==> src/rtl/keypad_scanner.sv <==
// 4x4 matrix keypad scanner: column scan, debounce, one key code per press.
// Keys leave on a valid/ready handshake; a press arriving while a key is pending is dropped.
module keypad_scanner #(
    parameter int SCAN_DIV = 4,
    parameter int DEBOUNCE = 3
) (
    input  logic       clk,
    input  logic       reset,
    output logic [3:0] col_drive,
    input  logic [3:0] row_sense,
    output logic       key_valid,
    output logic [3:0] key_code,
    input  logic       key_ready,
    output logic       overrun
);

    localparam int DW = (SCAN_DIV > 1) ? $clog2(SCAN_DIV) : 1;
    localparam int CW = $clog2(DEBOUNCE + 1);
    localparam logic [DW-1:0] DWELL_LAST = DW'(SCAN_DIV - 1);
    localparam logic [DW-1:0] DWELL_ONE  = DW'(1);
    localparam logic [CW-1:0] CNT_LAST   = CW'(DEBOUNCE);
    localparam logic [CW-1:0] CNT_ONE    = CW'(1);

    typedef enum logic [1:0] {
        S_IDLE,
        S_DEB,
        S_PRESSED
    } state_t;

    state_t        state_q, state_d;
    logic [3:0]    sync1_q, sync1_d;
    logic [3:0]    sync2_q, sync2_d;
    logic [DW-1:0] dwell_q, dwell_d;
    logic [1:0]    col_q, col_d;
    logic [3:0]    col_drive_q, col_drive_d;
    logic [15:0]   samp_q, samp_d;
    logic [CW-1:0] cnt_q, cnt_d;
    logic [CW-1:0] rel_q, rel_d;
    logic [3:0]    cand_q, cand_d;
    logic          key_valid_q, key_valid_d;
    logic [3:0]    key_code_q, key_code_d;
    logic          overrun_q, overrun_d;

    logic          dwell_last;
    logic          frame_end;
    logic [15:0]   frame_bits;
    logic [4:0]    hits;
    logic [3:0]    code;
    logic          single;
    logic          none;
    logic          emit;

    always_comb begin
        state_d     = state_q;
        sync1_d     = row_sense;
        sync2_d     = sync1_q;
        dwell_d     = dwell_q;
        col_d       = col_q;
        col_drive_d = col_drive_q;
        samp_d      = samp_q;
        cnt_d       = cnt_q;
        rel_d       = rel_q;
        cand_d      = cand_q;
        key_valid_d = key_valid_q;
        key_code_d  = key_code_q;
        overrun_d   = overrun_q;
        emit        = 1'b0;

        dwell_last = (dwell_q == DWELL_LAST);
        frame_end  = dwell_last && (col_q == 2'd3);

        // Current column's rows merged into this frame's sample map
        frame_bits = samp_q;
        for (int r = 0; r < 4; r++) begin
            for (int c = 0; c < 4; c++) begin
                if (col_q == 2'(c)) begin
                    frame_bits[r*4 + c] = sync2_q[r];
                end
            end
        end

        hits = 5'd0;
        code = 4'd0;
        for (int i = 0; i < 16; i++) begin
            if (frame_bits[i]) begin
                hits = hits + 5'd1;
                code = 4'(i);
            end
        end
        single = (hits == 5'd1);
        none   = (hits == 5'd0);

        if (dwell_last) begin
            dwell_d     = '0;
            col_d       = col_q + 2'd1;
            col_drive_d = {col_drive_q[2:0], col_drive_q[3]};
            samp_d      = frame_bits;
        end else begin
            dwell_d = dwell_q + DWELL_ONE;
        end

        if (frame_end) begin
            unique case (state_q)
                S_IDLE: begin
                    if (single) begin
                        cand_d = code;
                        cnt_d  = CNT_ONE;
                        if (CNT_LAST == CNT_ONE) begin
                            emit    = 1'b1;
                            rel_d   = '0;
                            state_d = S_PRESSED;
                        end else begin
                            state_d = S_DEB;
                        end
                    end
                end
                S_DEB: begin
                    if (single && code == cand_q) begin
                        cnt_d = cnt_q + CNT_ONE;
                        if (cnt_q + CNT_ONE == CNT_LAST) begin
                            emit    = 1'b1;
                            rel_d   = '0;
                            state_d = S_PRESSED;
                        end
                    end else begin
                        cnt_d   = '0;
                        state_d = S_IDLE;
                    end
                end
                S_PRESSED: begin
                    if (none) begin
                        if (rel_q + CNT_ONE == CNT_LAST) begin
                            rel_d   = '0;
                            cnt_d   = '0;
                            state_d = S_IDLE;
                        end else begin
                            rel_d = rel_q + CNT_ONE;
                        end
                    end else begin
                        rel_d = '0;
                    end
                end
                default: begin
                    cnt_d   = '0;
                    rel_d   = '0;
                    state_d = S_IDLE;
                end
            endcase
        end

        if (key_valid_q && key_ready) begin
            key_valid_d = 1'b0;
        end
        // An accept in the same cycle frees the slot, so the new key takes it
        if (emit) begin
            if (!key_valid_q || key_ready) begin
                key_valid_d = 1'b1;
                key_code_d  = code;
            end else begin
                overrun_d = 1'b1;
            end
        end
    end

    always_ff @(posedge clk or posedge reset) begin
        if (reset) begin
            state_q     <= S_IDLE;
            sync1_q     <= '0;
            sync2_q     <= '0;
            dwell_q     <= '0;
            col_q       <= '0;
            col_drive_q <= 4'b0001;
            samp_q      <= '0;
            cnt_q       <= '0;
            rel_q       <= '0;
            cand_q      <= '0;
            key_valid_q <= 1'b0;
            key_code_q  <= '0;
            overrun_q   <= 1'b0;
        end else begin
            state_q     <= state_d;
            sync1_q     <= sync1_d;
            sync2_q     <= sync2_d;
            dwell_q     <= dwell_d;
            col_q       <= col_d;
            col_drive_q <= col_drive_d;
            samp_q      <= samp_d;
            cnt_q       <= cnt_d;
            rel_q       <= rel_d;
            cand_q      <= cand_d;
            key_valid_q <= key_valid_d;
            key_code_q  <= key_code_d;
            overrun_q   <= overrun_d;
        end
    end

    assign col_drive = col_drive_q;
    assign key_valid = key_valid_q;
    assign key_code  = key_code_q;
    assign overrun   = overrun_q;

endmodule

==> config.mk <==
export PLATFORM = sky130hd
export DESIGN_NAME = keypad_scanner
export DESIGN_NICKNAME = d
export VERILOG_FILES = /design/src/rtl/keypad_scanner.sv
export SDC_FILE = /design/constraint.sdc
export NUM_CORES = 1
export LEC_CHECK = 0
export CORE_ASPECT_RATIO = 1.2
export CORE_MARGIN = 8
export CORE_UTILIZATION = 60
export DETAILED_ROUTE_END_ITERATION = 12
export HOLD_SLACK_MARGIN = 0.1
export PLACE_DENSITY = 0.79
export RECOVER_POWER = 50
export SLEW_MARGIN = 20
export SYNTH_ARGS = -nofsm -noshare
export SYNTH_HDL_FRONTEND = slang
export SYNTH_SLANG_ARGS = --single-unit
export TNS_END_PERCENT = 100
==> constraint.sdc <==
create_clock -name clk -period 20.1 [get_ports clk]
set_input_delay 2.01 -clock clk [delete_from_list [all_inputs] [get_ports clk]]
set_output_delay 2.01 -clock clk [all_outputs]
set_load 0.005 [all_outputs]
==> key figures <==
Status
  – Status: complete, but fails checks
  – Failing checks: max-capacitance violations, max-slew violations

Clocking
  – Clk_lat worst skew: 0.31 ns
  – H-tree levels: 2
  – Clock Tree Buf Depth: 2
  – PostCTS Resize Cnt: 0
  – TritonCTS Buffers: 5
  – CTS tree: yes
  – Post-CTS Setup Bufs: 0
  – CTS sink cnt: between 40 and 50
  – Clk root buf: clkbuf_8
  – Clock transition at path regs: ~0.09 ns
  – CTS Hold Bufs: 0

Global route
  – Gr ovfl total: 0
  – Total GRT Usage: 0.1798
  – Pin count of the biggest net entering global routing: 49
  – Number of antenna violations at the first check in global routing: 0
  – Number of global-route vias before repair: between 3000 and 4000
  – First-pass GRT wire length: 15030 um

Worst hold path
  – Hold Crit Depth: 0
  – Hold Crit Endpoint: sync2_q[0]$_DFF_PP0_
  – Hold crit path type: reg -> reg
  – Hold Crit Start: sync1_q[0]$_DFF_PP0_

Routing
  – Total number of vias: ~3200
  – Total iterations of the first detailed-routing run: 6
  – Vias per cell: a little under 6
  – DRC: 0
  – Wire per inst: about 15 um
  – 1st-iter DRT viols: between 200 and 250
  – Detailed Route WL: approximately 8400 um
  – Final ANT Viol Nets: 0

Logic synthesis
  – Yosys top cell area share: 0.2774
  – Async set or reset register ratio after synthesis: 1.000
  – Cell variety after synth: slightly below 80
  – Synth Register Bits: 48
  – Main flop type after synthesis: dfrtp_1
  – Top post-synthesis cells by area: dfrtp_1, xnor2_1, ha_1
  – Number of flops mapped to enable cells by yosys: 0
  – Yosys warnings: 0
  – Area leader, netlist: dfrtp_1
  – Syn Nets: between 400 and 500
  – Cell Area, Synth: ~4200 um^2
  – Post-synthesis sequential area ratio: 0.2836
  – Cells after Synth: roughly 460
  – Syn Area/Cell: ~9.3 um^2

Timing
  – Slew headroom: -0.3764
  – RSZ-0062 raised after global routing: no
  – Setup TNS: 0 ns
  – Fin. Hold Viols: 0
  – Final setup vio count: 0
  – Final Slew Violations: ~50
  – Clock Skew: 0.009710 ns
  – Final min period: ~10 ns
  – Fmax: approximately 0.098 GHz
  – WHS: about 0.35 ns
  – Final critical-path share of the clock period: 0.5100
  – Worst Setup Slack, final: between 9 and 10 ns
  – Actual slew at the worst max-slew pin: between 2 and 2.5 ns

Placement
  – GPL Wtd Cong: ~0.85
  – Post-DP HPWL: 6503 um
  – Pre-CTS setup slack: 9.869 ns
  – Count of buffers from port buffering: 16

Floorplanning
  – Chip width: roughly 93 um
  – Core area: ~6900 um^2
  – Die area: roughly 10000 um^2
  – Core Rows: 33
  – # IOs: 17
  – Initial Utilization: 0.6187
  – Die height: about 110 um

Layout
  – Area delta synth->final: 6.610%
  – Fill cells: ~560
  – Multi-input logic area: approximately 2900 um^2
  – Antenna cell count: 0
  – Most common cell after layout, fill and taps aside: nand2_1
  – Most frequent cells in the layout: nand2_1, dfrtp_1, nor2_1, xnor2_1, a21oi_1
  – Sequential Area: around 1200 um^2
  – Layout cells sized above 1: 0.09978
  – Nets: 486

Critical path
  – Setup crit end kind: flop
  – CP dominant cell by count: ha_1
  – Reg2Reg Setup Slack: just under 10 ns
  – R2R depth: 50
  – RR Startpoint: col_q[1]$_DFFE_PP0P_
  – CP peak stage delay: between 0.5 and 0.6 ns
  – Critical Path RT: a little over 20 ns
  – CP Class: reg -> reg
  – Crit-path slowest cell: ha_1
  – Crit-path max FO: 15
  – CP Launch Type: flop
  – Reg-to-reg critical path endpoint: key_code[2]$_DFFE_PP0P_
  – Arr. time, crit path: around 10 ns

Power
  – VDD IR max: between 70 and 80 uV
  – Leakage: 1.931 nW
  – Cell area power density: about 120 nW/um^2

Run
  – Max Cap Viol: 1
==> sequential cells by signal, summed over array words and instances (netlist names) <==
register / flops
col_q: 2
sync1_q: 4
overrun: 1
state_q: 2
rel_q: 2
dwell_q: 2
samp_q: 16
col_drive: 4
key_valid: 1
sync2_q: 4
cnt_q: 2
key_code: 4
cand_q: 4
==> cell families after synthesis <==
| group | count (synthesis) | synth area share |
|---|---|---|
| xor+xnor | 58 | 0.1649 |
| compound gates | 92 | 0.1585 |
| mux | 46 | 0.1174 |
| buf+inv | 33 | 0.03836 |
| fa+ha+maj | 20 | 0.05842 |
| flops | 48 | 0.2836 |
| simple gates | 158 | 0.1788 |
==> cell type report <==
cell class	instances	share of cell area
clock buffers	5	0.01522
flip-flops and latches	48	0.2660
inverters	14	0.01190
well taps	87	0.02408
repair buffers	17	0.03626
multi-input cells	374	0.6360
clock inverters	3	0.01052
==> worst max-delay path, delay by kind of cell (launching register included) <==
| family | cells | cell delay [ns] |
|---|---|---|
| compound gates | 6 | 1.08 |
| mux | 3 | 0.97 |
| xor+xnor | 1 | 0.45 |
| fa+ha+maj | 14 | 4.21 |
| flops | 1 | 0.41 |
| simple gates | 23 | 2.69 |
| buf+inv | 3 | 0.29 |
==> metal layers <==
metal	GRT usage	part of all wire
met1	0.2176	0.45
met2	0.3240	0.50
met3	0.02356	0.029
met4	0.05536	0.017
met5	0	0
==> report_power, final <==
group / switching, mW / internal, mW
logic: 0.203 / 0.148
registers: 0.00515 / 0.102
clock network: 0.0338 / 0.0375
total: 0.242 / 0.288
==> per-stage QoR <==
stage	power [mW]	std cells	utilization	cell area (um^2)
4_1_cts	0.5312	548	0.6599	4523
3_3_place_gp	0.4495	540	0.6429	4407
2_1_floorplan	0.4106	455	-	4240
6_report	0.5300	548	0.6595	4521
5_1_grt	0.5774	548	0.6595	4521
3_5_place_dp	0.4579	540	0.6429	4407
==> synthesized netlist by cell type, drive strengths merged (6+ instances only) <==
| master | number |
|---|---|
| nand3 | 9 |
| inv | 14 |
| o21ai | 23 |
| mux2i | 22 |
| xor2 | 15 |
| clkbuf | 9 |
| a21oi | 25 |
| nor2 | 42 |
| xnor2 | 33 |
| ha | 19 |
| nand2 | 55 |
| a2111oi | 6 |
| and3 | 6 |
| buf | 10 |
| nor3 | 12 |
| mux2 | 24 |
| and2 | 8 |
| dfrtp | 47 |
| xnor3 | 9 |
==> how the worst max path moves through the flow <==
stage / startpoint / end / slack [ns] / cells past startpoint
CTS: col_q[0]$_DFFE_PP0P_ / key_code[2]$_DFFE_PP0P_ / 9.83 / 50
global placement: col_q[1]$_DFFE_PP0P_ / cnt_q[1]$_DFFE_PP0P_ / 10.20 / 51
finish: col_q[1]$_DFFE_PP0P_ / key_code[2]$_DFFE_PP0P_ / 9.85 / 50
global route: col_q[1]$_DFFE_PP0P_ / cnt_q[1]$_DFFE_PP0P_ / 8.75 / 51
floorplan: col_q[0]$_DFFE_PP0P_ / key_code[0]$_DFFE_PP0P_ / 11.14 / 52
detailed placement: col_q[0]$_DFFE_PP0P_ / key_code[2]$_DFFE_PP0P_ / 9.87 / 50
No activity file was read; power rests on OpenSTA's default activity.
